[src/rtl/axi4l_master_pkg.sv]
// Shared widths, response codes and FSM encoding
// for the single-outstanding AXI4-Lite master.
package axi4l_master_pkg;

  localparam int MemAddrBus = 32;
  localparam int MemBus     = 32;
  localparam int StrbW      = MemBus / 8;

  localparam logic [1:0] RESP_OKAY = 2'b00;

  typedef enum logic [2:0] {
    ST_IDLE  = 3'd0,
    ST_WADDR = 3'd1,
    ST_WRESP = 3'd2,
    ST_RADDR = 3'd3,
    ST_RDATA = 3'd4
  } state_e;

endpackage

[src/rtl/axi4l_master.sv]
// Core request port to AXI4-Lite bridge, one transaction in flight.
// Ports: clk/rst_n, req/we/addr/wdata/wstrb in, ready/done/rdata/err out, AXI4-Lite master.
module axi4l_master
  import axi4l_master_pkg::*;
(
  input  logic                  clk,
  input  logic                  rst_n,
  input  logic                  req_i,
  input  logic                  we_i,
  input  logic [MemAddrBus-1:0] addr_i,
  input  logic [MemBus-1:0]     wdata_i,
  input  logic [StrbW-1:0]      wstrb_i,
  output logic                  ready_o,
  output logic                  done_o,
  output logic [MemBus-1:0]     rdata_o,
  output logic                  err_o,
  output logic [MemAddrBus-1:0] m_axi_awaddr,
  output logic [2:0]            m_axi_awprot,
  output logic                  m_axi_awvalid,
  input  logic                  m_axi_awready,
  output logic [MemBus-1:0]     m_axi_wdata,
  output logic [StrbW-1:0]      m_axi_wstrb,
  output logic                  m_axi_wvalid,
  input  logic                  m_axi_wready,
  input  logic [1:0]            m_axi_bresp,
  input  logic                  m_axi_bvalid,
  output logic                  m_axi_bready,
  output logic [MemAddrBus-1:0] m_axi_araddr,
  output logic [2:0]            m_axi_arprot,
  output logic                  m_axi_arvalid,
  input  logic                  m_axi_arready,
  input  logic [MemBus-1:0]     m_axi_rdata,
  input  logic [1:0]            m_axi_rresp,
  input  logic                  m_axi_rvalid,
  output logic                  m_axi_rready
);

  state_e                state_q, state_d;
  logic [MemAddrBus-1:0] addr_q, addr_d;
  logic [MemBus-1:0]     wdata_q, wdata_d;
  logic [StrbW-1:0]      wstrb_q, wstrb_d;
  logic                  awvalid_q, awvalid_d;
  logic                  wvalid_q, wvalid_d;
  logic                  arvalid_q, arvalid_d;
  logic                  done_q, done_d;
  logic                  err_q, err_d;
  logic [MemBus-1:0]     rdata_q, rdata_d;

  always_comb begin
    state_d   = state_q;
    addr_d    = addr_q;
    wdata_d   = wdata_q;
    wstrb_d   = wstrb_q;
    awvalid_d = awvalid_q;
    wvalid_d  = wvalid_q;
    arvalid_d = arvalid_q;
    done_d    = 1'b0;
    err_d     = err_q;
    rdata_d   = rdata_q;
    unique case (state_q)
      ST_IDLE: begin
        if (req_i) begin
          addr_d  = addr_i;
          wdata_d = wdata_i;
          wstrb_d = wstrb_i;
          if (we_i) begin
            awvalid_d = 1'b1;
            wvalid_d  = 1'b1;
            state_d   = ST_WADDR;
          end else begin
            arvalid_d = 1'b1;
            state_d   = ST_RADDR;
          end
        end
      end
      ST_WADDR: begin
        // AW and W retire independently; move on once both are gone
        if (awvalid_q && m_axi_awready) awvalid_d = 1'b0;
        if (wvalid_q && m_axi_wready) wvalid_d = 1'b0;
        if (!awvalid_d && !wvalid_d) state_d = ST_WRESP;
      end
      ST_WRESP: begin
        if (m_axi_bvalid) begin
          err_d   = (m_axi_bresp != RESP_OKAY);
          done_d  = 1'b1;
          state_d = ST_IDLE;
        end
      end
      ST_RADDR: begin
        if (m_axi_arready) begin
          arvalid_d = 1'b0;
          state_d   = ST_RDATA;
        end
      end
      ST_RDATA: begin
        if (m_axi_rvalid) begin
          rdata_d = m_axi_rdata;
          err_d   = (m_axi_rresp != RESP_OKAY);
          done_d  = 1'b1;
          state_d = ST_IDLE;
        end
      end
      default: state_d = ST_IDLE;
    endcase
  end

  always_ff @(posedge clk or negedge rst_n) begin
    if (!rst_n) begin
      state_q   <= ST_IDLE;
      addr_q    <= '0;
      wdata_q   <= '0;
      wstrb_q   <= '0;
      awvalid_q <= 1'b0;
      wvalid_q  <= 1'b0;
      arvalid_q <= 1'b0;
      done_q    <= 1'b0;
      err_q     <= 1'b0;
      rdata_q   <= '0;
    end else begin
      state_q   <= state_d;
      addr_q    <= addr_d;
      wdata_q   <= wdata_d;
      wstrb_q   <= wstrb_d;
      awvalid_q <= awvalid_d;
      wvalid_q  <= wvalid_d;
      arvalid_q <= arvalid_d;
      done_q    <= done_d;
      err_q     <= err_d;
      rdata_q   <= rdata_d;
    end
  end

  assign ready_o       = (state_q == ST_IDLE);
  assign done_o        = done_q;
  assign err_o         = err_q;
  assign rdata_o       = rdata_q;
  assign m_axi_awaddr  = addr_q;
  assign m_axi_awprot  = 3'b000;
  assign m_axi_awvalid = awvalid_q;
  assign m_axi_wdata   = wdata_q;
  assign m_axi_wstrb   = wstrb_q;
  assign m_axi_wvalid  = wvalid_q;
  assign m_axi_bready  = (state_q == ST_WRESP);
  assign m_axi_araddr  = addr_q;
  assign m_axi_arprot  = 3'b000;
  assign m_axi_arvalid = arvalid_q;
  assign m_axi_rready  = (state_q == ST_RDATA);

endmodule

[config.mk]
export PLATFORM = sky130hd
export DESIGN_NAME = axi4l_master
export DESIGN_NICKNAME = d
export VERILOG_FILES = /design/src/rtl/axi4l_master_pkg.sv /design/src/rtl/axi4l_master.sv
export SDC_FILE = /design/constraint.sdc
export NUM_CORES = 1
export LEC_CHECK = 0
export CORE_MARGIN = 10
export CORE_UTILIZATION = 34
export CTS_BUF_LIST = sky130_fd_sc_hd__clkbuf_4 sky130_fd_sc_hd__clkbuf_8 sky130_fd_sc_hd__clkbuf_16
export DETAILED_ROUTE_END_ITERATION = 16
export PLACE_DENSITY = 0.79
export SYNTH_ARGS = -nofsm -noshare
export SYNTH_HDL_FRONTEND = slang
export SYNTH_SLANG_ARGS = --single-unit
export TNS_END_PERCENT = 50
[constraint.sdc]
create_clock -name clk -period 1.5 [get_ports clk]
set_clock_uncertainty 0.05 [all_clocks]
set_input_delay 0.15 -clock clk [delete_from_list [all_inputs] [get_ports clk]]
set_output_delay 0.15 -clock clk [all_outputs]
set_load 0.02 [all_outputs]
## After elaboration in Yosys (flattened, before gate mapping)

Cells that the tools add are included.

| word-level totals | value |
|---|---|
| bits of input ports | 113 |
| word-level logic and storage cells | 63 |
| flip-flop bits (word level) | 108 |
| output and inout port bits | 146 |

| cells by class | value |
|---|---|
| reductions and logical operators | 17 |
| eq/ne operators | 11 |
| muxes and demuxes | 25 |

Operators with widths:

| kind | number |
|---|---|
| $mux W3 | 5 |
| $pmux W3 S5 | 1 |
| $ne A2 B2 Y1 const B | 7 |
| $mux W1 | 13 |
| $pmux W1 S2 | 5 |
| $reduce_bool A2 Y1 | 5 |
| $eq A3 B2 Y1 const B | 2 |
| $reduce_and A3 Y1 | 2 |
| $reduce_and A5 Y1 | 1 |
| $reduce_and A2 Y1 | 2 |
| $reduce_and A4 Y1 | 1 |
| $eq A3 B1 Y1 const B | 1 |
| $eq A3 B3 Y1 const B | 1 |
| $logic_and A1 B1 Y1 | 3 |
| $logic_not A3 Y1 | 1 |
| $logic_not A1 Y1 | 2 |
| $mux W2 | 1 |

## Depth between registers and ports, before layout

| logic depth | value |
|---|---|
| word-level depth | 7 |
| gate-level depth with buffers | 6 |
| mapped depth without buffers | 3 |

## Least setup slack after synthesis

No wires, ideal clock.

| timing path | value |
|---|---|
| path type | flip-flop to flip-flop |
| start | register state_q[1] |
| end | register rdata_q[10] (netlist: rdata_o[10]) |
| arrival | 1657 ps |
| clock period less this slack | 1831 ps |
| data required time | 1325 ps |
| path buffers | 3 |
| setup slack | -331 ps |
| stages on the path, launching flop included | 7 |
| setup time | 125 ps |
| path through | dfrtp_1 -> buf_4 -> nor3b_4 -> and2_1 -> buf_2 -> buf_4 -> mux2_2 |

| on the way | value |
|---|---|
| longest elaborated chain between the ends | 2 |

Ends and longest elaborated chain:

| what | line | source |
|---|---|---|
| from (decl) | axi4l_master.sv:38 | `state_e state_q, state_d;` |
| from (signal assigned) | axi4l_master.sv:120 | `state_q <= state_d;` |
| $eq A3 B3 Y1 | -- |  |
| via m_axi_rready | axi4l_master.sv:35 | `output logic m_axi_rready` |
| $reduce_and A2 Y1 (no source line) | -- |  |
| to (signal assigned) | axi4l_master.sv:129 | `rdata_q <= rdata_d;` |
| to (decl) | axi4l_master.sv:47 | `logic [MemBus-1:0] rdata_q, rdata_d;` |

The timed path passes the listed nets, and every way through them passes these cells.
A chain may end at the register's enable or synchronous reset.

## Worst setup path in the final report

| timing path | value |
|---|---|
| start | register state_q[2] |
| end | register wdata_q[29] (netlist: m_axi_wdata[29]) |

| on the way | value |
|---|---|
| longest elaborated chain between the ends | 2 |

Ends and longest elaborated chain:

| what | line | source |
|---|---|---|
| $logic_not A3 Y1 | axi4l_master.sv:60 | `unique case (state_q)` |
| $reduce_and A2 Y1 (no source line) | -- |  |
| to (signal assigned) | axi4l_master.sv:122 | `wdata_q <= wdata_d;` |
| to (decl) | axi4l_master.sv:40 | `logic [MemBus-1:0] wdata_q, wdata_d;` |

Every way passes these cells.

==> results.json <==
{
  "status": "finished, violations left",
  "violations": "setup timing",
  "async_flop_share_pct": 100.0,
  "switching_share_pct": 38.96,
  "worst_ep_required_time_ns": 1.68,
  "clk_path_buf_depth": 2,
  "max_cap_violations": 0,
  "cp_max_fo": 17,
  "ant_nets": 0,
  "crit_type": "register to register",
  "synth_cell_type_count": 27,
  "netlist_top_cells_area": "dfrtp_1, mux2_2, buf_4",
  "grtUsageTotal_pct": 15.16,
  "diodes": 0,
  "max-vdd-ir-drop_mv": 1.019,
  "hold_violations": 0,
  "synth-edff-count": 0,
  "final_common_cell": "dlygate4sd2_1",
  "finalCriticalPeriod_ns": 1.682,
  "viasPerCell": 4.527,
  "dp_hpwl_um": 11050,
  "cts_buffers": 9,
  "yosysTopAreaCell": "dfrtp_1",
  "synth_ff_type": "dfrtp_1",
  "ys_ff_latch": 108,
  "synth_area_um2": 4468,
  "die_x_um": 134.6,
  "place_area_um2": 7163,
  "die_h_um": 134.6,
  "grt_pass1_vias": 3784,
  "wl_per_cell_um": 20.03,
  "setup_viol": 105,
  "synth_area_per_cell_um2": 14.99,
  "critPathLaunchType": "register",
  "grt_max_degree": 42,
  "hp-class": "input pin to async pin",
  "drtIter0Drc": 80,
  "rows": 41,
  "clk_pin_slew_ns": 0.07,
  "cp.arrival_ns": 1.86,
  "tritoncts": "done",
  "rsz0062_at_grt": "yes",
  "vias": 3273,
  "drc": 0,
  "portBuffers": 252,
  "dr.pass1.iters": 4,
  "dp_slack_ns": -0.2620,
  "syn_to_final_growth_pct": 70.79,
  "reg2regPathDepth": 4,
  "combPwrFrac_pct": 53.6,
  "finalCritPeriodShare_pct": 112.1,
  "powerDensity_nw_per_um2": 2113,
  "timing.hold.ws_ns": 0.2558,
  "yosysSeqAreaShare_pct": 60.49,
  "pwr-share-seq_pct": 32.1,
  "final_cell_area_um2": 7631,
  "fmax_mhz": 594.7,
  "cts_root_buffer": "clkbuf_16",
  "gp_routability_congestion": 0.7706,
  "grt_pass1_wl_um": 21450,
  "ys_warn_count": 0,
  "cellInternalPower_mw": 9.843,
  "pwr-share-clk_pct": 14.3,
  "drive_gt1_share_pct": 29.22,
  "clock_sinks": 108,
  "ios": 259,
  "layout.nets": 659,
  "final_util_pct": 59.98,
  "layout_common_cells": "dlygate4sd2_1, clkdlybuf4s50_1, dfrtp_1",
  "initial_utilization_pct": 35.12,
  "critPathCaptureType": "register",
  "drv_slew": 0,
  "synth_cells": 298,
  "die_area_um2": 18130,
  "core_um2": 12720,
  "overflow": 0,
  "antenna_found_initial": 0,
  "switchingPower_mw": 6.281,
  "synth_top_area_share_pct": 60.49,
  "htree_levels": 3,
  "wl_um": 14480,
  "fin_ws_ns": -0.1815,
  "p_leak_nw": 3.579,
  "clkLatencyLatePin_ns": 0.35
}
[cell type report]
class | count | area, um2
clock buffer | 13 | 274.0
clock inverter | 3 | 20.02
fill | 1071 | 5091
inverter | 3 | 11.26
multi-input combinational | 140 | 1645
sequential | 108 | 2706
tap | 172 | 215.2
timing repair buffer | 284 | 2759
[metal layers]
layer / wire, um / vias to the layer above / GRT usage, % / part of all wire [%]
met5: 0 / - / 0 / 0
met4: 157 / 0 / 3.265 / 1.1
met3: 1365 / 14 / 7.901 / 9.4
met2: 7723 / 154 / 28.00 / 53
met1: 5237 / 1633 / 14.56 / 36
li1: - / 1472 / - / -
[synth_stat cells, types with 2 or more instances]
| cell type | count |
|---|---|
| dfrtp_1 | 108 |
| mux2_2 | 90 |
| buf_4 | 44 |
| mux2_1 | 11 |
| buf_2 | 6 |
| nor2_1 | 4 |
| o2bb2ai_1 | 4 |
| inv_1 | 3 |
| nand2_1 | 3 |
| nor2b_1 | 3 |
| a21oi_1 | 2 |
| a31oi_1 | 2 |
| nand2b_1 | 2 |
| nand3b_1 | 2 |
| o21ai_0 | 2 |
[state kept, by name (all words and copies together) (netlist names)]
register       flops
m_axi_wdata       32
done_o             1
m_axi_awvalid      1
m_axi_araddr      32
m_axi_wstrb        4
err_o              1
rdata_o           32
m_axi_arvalid      1
state_q            3
m_axi_wvalid       1
[kinds of logic (layout without fill, tap and decap cells)]
group	Yosys count	count (layout)	synth area share (%)
DFF	108	108	60.49
other	1	6	0.08393
and+or+nand+nor	19	19	3.024
AOI/OAI and AO/OA	13	13	2.072
muxes	102	102	25.68
buffers and inverters	55	303	8.653
[worst paths after layout]
kind | startpoint | to | slack, ns
worst max-delay path | state_q[2] | m_axi_wdata[29] | -0.18
worst min-delay path | rst_n | m_axi_araddr[21] | 0.26
worst max register to register | state_q[2] | m_axi_wdata[29] | -0.18
worst min register to register | m_axi_arvalid | m_axi_arvalid | 0.44
max in group asynchronous | rst_n | m_axi_wdata[30] | 0.55
min in group clk | wdata_i[2] | m_axi_wdata[2] | 0.36
[worst max-delay path, stage by stage, from the launching register on]
cell and delay (ns):
dfrtp_2 0.45, nor4b_4 0.32, buf_4 0.22, buf_12 0.17
mux2_2 0.35
[power groups by stage]
stage | clock (mW) | sequential (mW) | combinational (mW)
after floorplan | 0 | 6.77 | 3.60
after global placement | 0 | 5.19 | 9.29
after detailed placement | 0 | 5.26 | 9.46
after CTS | 2.40 | 5.17 | 8.49
after global routing | 2.51 | 5.39 | 9.13
final | 2.30 | 5.17 | 8.65
[metrics by stage]
step	power [mW]	cells	setup TNS (ns)
2_1_floorplan	10.37	303	-18.44
3_3_place_gp	14.48	697	-21.86
3_5_place_dp	14.72	697	-21.90
4_1_cts	16.06	720	-11.10
5_1_grt	17.02	723	-17.07
6_report	16.12	723	-12.29
[what timing repair did]
item / in CTS / in global routing
endpoints found under the hold margin: 34 / 0
setup endpoints to repair: 243 / 106
gates cloned: 1 / 3
pin swaps: 2 / 3
buffers inserted: 5 / 0
hold buffers: 1 / 0
gates resized for setup: 182 / 28
Note: power is estimated with default switching activity, not from simulation.
